File: config.mk
export PLATFORM = sky130hd
export DESIGN_NAME = id_operand_stage
export DESIGN_NICKNAME = d
export VERILOG_FILES = /design/src/rtl/id_operand_stage.sv
export SDC_FILE = /design/constraint.sdc
export NUM_CORES = 1
export LEC_CHECK = 0
export BUFFER_PORTS_ARGS = -buffer_cell sky130_fd_sc_hd__buf_4
export CAP_MARGIN = 25
export CORE_AREA = 2 2 153 155
export CTS_CLUSTER_DIAMETER = 60
export DETAILED_ROUTE_END_ITERATION = 10
export DIE_AREA = 0 0 155 157
export PLACE_DENSITY = 0.74
export SLEW_MARGIN = 20
export SYNTH_ARGS = -nofsm -noshare
export SYNTH_HDL_FRONTEND = slang
export SYNTH_SLANG_ARGS = --single-unit
File: constraint.sdc
create_clock -name clk -period 4.1 [get_ports clk]
set_input_delay 0.41 -clock clk [delete_from_list [all_inputs] [get_ports clk]]
set_output_delay 0.41 -clock clk [all_outputs]
set_load 0.02 [all_outputs]
File: src/rtl/id_operand_stage.sv
// rtl/id_operand_stage.sv - MIPS decode/operand-fetch stage: EX/MEM forwarding, load-use stall, ID/EX register
// Optional hazard-stall counter built only when ID_STALL_CNT_EN is defined.
module id_operand_stage #(
   parameter int DATA_W = 32,
   parameter int ADDR_W = 5
) (
   input  logic              clk,
   input  logic              reset,
   input  logic              in_valid,
   output logic              in_ready,
   input  logic [31:0]       in_pc,
   input  logic [31:0]       in_instr,
   input  logic              in_use_rs,
   input  logic              in_use_rt,
   input  logic [ADDR_W-1:0] in_wa,
   input  logic              in_we,
   output logic [ADDR_W-1:0] ra1,
   output logic [ADDR_W-1:0] ra2,
   input  logic [DATA_W-1:0] rd1,
   input  logic [DATA_W-1:0] rd2,
   input  logic              ex_valid,
   input  logic              ex_we,
   input  logic              ex_is_load,
   input  logic [ADDR_W-1:0] ex_wa,
   input  logic [DATA_W-1:0] ex_wd,
   input  logic              mem_valid,
   input  logic              mem_we,
   input  logic              mem_data_ok,
   input  logic [ADDR_W-1:0] mem_wa,
   input  logic [DATA_W-1:0] mem_wd,
   input  logic              flush,
   output logic              out_valid,
   input  logic              out_ready,
   output logic [31:0]       out_pc,
   output logic [31:0]       out_instr,
   output logic [DATA_W-1:0] out_opa,
   output logic [DATA_W-1:0] out_opb,
   output logic [ADDR_W-1:0] out_wa,
   output logic              out_we,
   output logic [31:0]       stall_cnt
);

   logic [ADDR_W-1:0] rs;
   logic [ADDR_W-1:0] rt;
   logic              rs_zero;
   logic              rt_zero;
   logic              rs_ex;
   logic              rt_ex;
   logic              rs_mem;
   logic              rt_mem;
   logic              haz_rs;
   logic              haz_rt;
   logic              hazard;
   logic              xfer;
   logic [DATA_W-1:0] opa;
   logic [DATA_W-1:0] opb;

   assign rs  = in_instr[21 +: ADDR_W];
   assign rt  = in_instr[16 +: ADDR_W];
   assign ra1 = rs;
   assign ra2 = rt;

   assign rs_zero = (rs == '0);
   assign rt_zero = (rt == '0);
   assign rs_ex   = ex_valid & ex_we & (ex_wa == rs);
   assign rt_ex   = ex_valid & ex_we & (ex_wa == rt);
   assign rs_mem  = mem_valid & mem_we & (mem_wa == rs);
   assign rt_mem  = mem_valid & mem_we & (mem_wa == rt);

   // A load in EX has no data yet, so it never forwards; it stalls instead when the source is used.
   always_comb begin
      opa = rd1;
      if (rs_zero)
         opa = '0;
      else if (rs_ex && !ex_is_load)
         opa = ex_wd;
      else if (rs_mem)
         opa = mem_wd;
   end

   always_comb begin
      opb = rd2;
      if (rt_zero)
         opb = '0;
      else if (rt_ex && !ex_is_load)
         opb = ex_wd;
      else if (rt_mem)
         opb = mem_wd;
   end

   assign haz_rs = in_use_rs & !rs_zero & ((rs_ex & ex_is_load) | (rs_mem & !mem_data_ok));
   assign haz_rt = in_use_rt & !rt_zero & ((rt_ex & ex_is_load) | (rt_mem & !mem_data_ok));
   assign hazard = in_valid & (haz_rs | haz_rt);

   assign in_ready = !flush & !hazard & (!out_valid | out_ready);
   assign xfer     = in_valid & in_ready;

   always_ff @(posedge clk or posedge reset) begin
      if (reset) begin
         out_valid <= 1'b0;
         out_pc    <= '0;
         out_instr <= '0;
         out_opa   <= '0;
         out_opb   <= '0;
         out_wa    <= '0;
         out_we    <= 1'b0;
      end else begin
         if (flush)
            out_valid <= 1'b0;
         else if (xfer)
            out_valid <= 1'b1;
         else if (out_ready)
            out_valid <= 1'b0;
         if (xfer) begin
            out_pc    <= in_pc;
            out_instr <= in_instr;
            out_opa   <= opa;
            out_opb   <= opb;
            out_wa    <= in_wa;
            out_we    <= in_we;
         end
      end
   end

`ifdef ID_STALL_CNT_EN
   logic        stall_tick;
   logic [31:0] stall_q;

   assign stall_tick = hazard & !flush;

   always_ff @(posedge clk or posedge reset) begin
      if (reset)
         stall_q <= '0;
      else if (stall_tick)
         stall_q <= stall_q + 32'd1;
   end

   assign stall_cnt = stall_q;
`else
   assign stall_cnt = '0;
`endif

endmodule

==> Flow_metrics.wiki <==
{| class="wikitable"
! Metric !! Value
|-
| Syn Area/Cell || 12.1 um2
|-
| Max Slew Vio Count || 0
|-
| Number of enable-type register cells in the synthesized netlist || 0
|-
| Die Y || between 150 and 200 um
|-
| Final routed wire length divided by cell count || between 15 and 20 um
|-
| Fraction of final layout cells with drive strength greater than 1 || a little over half
|-
| Largest family of logic cells by synthesized area || multiplexers
|-
| Post-route met1 wirelength || just under 10000 um
|-
| Sum of negative setup slack || 0 ns
|-
| Overall fraction of global-route tracks in use || between 10% and 20%
|-
| Category of the worst setup path capture point || output port
|-
| Power per cell area || about 440 nW/um2
|-
| Max H-tree Level || 4
|-
| Final-stage net count || around 1200
|-
| Hold Fails Final Rpt || 0
|-
| Min Clock Period, post-route || approximately 2.9 ns
|-
| Max_slew headroom || 44.6%
|-
| Hold crit path type || input pin to async pin
|-
| Number of placement rows || 55
|-
| Maximum number of buffers from clock root to sink || 2
|-
| Most common cell after layout, fill and taps aside || sky130_fd_sc_hd__buf_4
|-
| Synthesis-to-layout area growth || 46.9%
|-
| Fmax achieved || around 350 MHz
|-
| DRT Pass-1 Iters || 4
|-
| Data arrival time of the critical path || approximately 2.5 ns
|-
| Number of nets with antenna violations after routing || 0
|-
| Core ar. || 22500 um2
|-
| Overall power after layout || about 4.7 mW
|-
| Clk Tree Root Cell || sky130_fd_sc_hd__clkbuf_16
|-
| Number of global-route vias before repair || between 6000 and 7000
|-
| Final clock period utilization by the worst path || 69.9%
|-
| Mean number of vias per cell || approximately 4.8
|-
| Detailed Route Iter0 Violations || between 150 and 200
|-
| Die Width || around 160 um
|-
| Clock tree skew after final layout || about 0.009 ns
|-
| Slew at the pin closest to its max-slew limit || just over 0.8 ns
|-
| CTS tree || done
|-
| Number of setup buffers added after CTS || 0
|-
| Synthesized-area fraction occupied by adder cells || 0%
|-
| Distinct cell type count after synthesis || 32
|-
| Number of max-cap violations || 0
|-
| Initial core utilization || between 30 and 40%
|-
| Total congestion overflow after global routing || 0
|-
| Synth warn || 0
|-
| Routed WL || about 25000 um
|-
| Commonest register cell after synthesis || sky130_fd_sc_hd__dfrtp_1
|-
| Uppermost signal routing layer after detailed routing || met5
|-
| XOR/XNOR share of the synthesized area || 2.41%
|-
| Startpoint class of the critical path || input pin
|-
| Static Leakage || ~5 nW
|-
| IR Drop Worst-Case VDD || roughly 220 uV
|-
| Number of clock sinks || between 100 and 150
|-
| Largest net degree at the start of global routing || 90
|-
| Synthesized netlist cell count || 600
|-
| Total number of vias || a little under 6000
|-
| Routed met2 length || ~12000 um
|-
| Commonest cells after routing, fill and taps aside || sky130_fd_sc_hd__buf_4 (372), sky130_fd_sc_hd__dfrtp_1 (135), sky130_fd_sc_hd__mux2_2 (74), sky130_fd_sc_hd__mux2i_1 (64), sky130_fd_sc_hd__mux2_4 (36)
|-
| DRC errors left || 0
|-
| Clock slew at reported path FFs || approximately 0.070 ns
|-
| Count of instances resized after the clock tree is built || 0
|-
| Synth Area in Compound Gates || 8.09%
|-
| Register bit count reported by yosys || around 140
|-
| First-pass GRT wire length || ~36000 um
|-
| Share of synthesized registers carrying an async set or reset || 100%
|-
| Antenna violations before repair || 2
|-
| Setup repair after global routing missed its margin || no
|-
| Area of the mapped netlist || 7270 um2
|-
| Layout fillers || between 2000 and 2500
|-
| Die Area || between 20000 and 25000 um2
|-
| Proportion of synthesized area in mux cells || 31.4%
|-
| Port bufs || roughly 370
|-
| Data required time at the worst endpoint || 3.69 ns
|-
| Placed wire-length estimate || 18700 um
|-
| CTS Hold Bufs || 0
|-
| Cts bufs inserted || 17
|-
| Fraction of the mapped netlist area in simple logic gates || 4.23%
|-
| I/O pin count || 399
|-
| Clock latency at the later pin of the worst-skew pair || roughly 0.42 ns
|-
| Gpl congestion || 0.846
|-
| Detailed-routed wire length on met3 || 2140 um
|-
| Worst hold slack || about 0.15 ns
|-
| Fraction of the yosys area taken by sequential cells || between 40% and 50%
|-
| Total setup violations reported at the end of the flow || 0
|-
| Run status || finished, final reports clean
|-
| Critical path fanouts, max || 33
|-
| Worst setup path category || input pin to output port
|}
## critical path, cell delays in order
cell	delay, ns
sky130_fd_sc_hd__buf_4	0.13
sky130_fd_sc_hd__or4_1	0.55
sky130_fd_sc_hd__or2_4	0.40
sky130_fd_sc_hd__nor4b_1	0.23
sky130_fd_sc_hd__nor4_4	0.39
sky130_fd_sc_hd__o21a_1	0.18
sky130_fd_sc_hd__buf_4	0.15
## final timing paths
path / from / to / slack, ns / cells after the start
min in group clk: flush / out_valid / 0.16 / 2
hold / removal: reset / out_pc[27] / 0.15 / 2
max in group asynchronous: reset / out_opb[10] / 3.02 / 3
hold reg to reg: out_opb[18] / out_opb[18] / 0.49 / 1
setup / recovery: in_instr[22] / in_ready / 1.24 / 7
setup reg to reg: out_valid / out_opb[3] / 2.32 / 5
## sequential cells by signal, summed over array words and instances, names as in the netlist
register   flops
out_instr     32
out_opa       32
out_opb       32
out_pc        32
out_valid      1
out_wa         5
out_we         1
## stage by stage
stage | instances | util (%) | cell area [um2] | worst slack [ns]
6_report | 1241 | 47.5 | 10700 | 1.24
3_3_place_gp | 1208 | 44.8 | 10100 | 1.05
2_1_floorplan | 631 | - | 7390 | 0.0789
5_1_grt | 1241 | 47.5 | 10700 | 1.17
4_1_cts | 1239 | 47.4 | 10700 | 1.21
3_5_place_dp | 1208 | 44.8 | 10100 | 0.997
## logic make-up after synthesis
| kind of cell | count (synthesis) |
|---|---|
| buffers and inverters | 84 |
| other | 1 |
| AO/OA/AOI/OAI | 100 |
| multiplexers | 198 |
| AND/OR/NAND/NOR | 62 |
| flip-flops | 135 |
| XOR/XNOR | 20 |
## cells in the mapped netlist (all sizes together) (4+ instances only)
cell type | n | area share (%)
a211oi | 32 | 3.3
a21oi | 33 | 2.3
buf | 54 | 5.8
clkbuf | 28 | 1.4
dfrtp | 135 | 46
mux2 | 134 | 23
mux2i | 64 | 8.8
nand2 | 5 | 0.26
nand3 | 5 | 0.41
nor2 | 35 | 1.8
nor3 | 4 | 0.28
o21ai | 32 | 2.2
xnor2 | 20 | 2.4
## cell type report
| cell class | count | area [um2] | area share (%) |
|---|---|---|---|
| multi-input cells | 412 | 3500 | 32.8 |
| flip-flops and latches | 135 | 3380 | 31.6 |
| repair buffers | 375 | 2850 | 26.7 |
| clock buffers | 18 | 429 | 4.02 |
| well taps | 285 | 357 | 3.34 |
| clock inverters | 13 | 146 | 1.37 |
| inverters | 2 | 12.5 | 0.117 |
| diodes | 1 | 2.50 | 0.0234 |
## where the power goes
part / leakage [nW] / switching (mW) / total [mW] / internal [mW]
clock: 0.266 / 0.639 / 1.54 / 0.900
combinational: 3.12 / 0.707 / 1.43 / 0.721
sequential: 1.59 / 0.138 / 1.71 / 1.58
## per-layer routing
metal / up-vias / track usage [%]
met5: - / 0
met4: 2 / 6.97
met3: 32 / 7.19
met2: 282 / 33.6
met1: 2820 / 22.7
li1: 2774 / -
(Power assumes the default switching activity.)
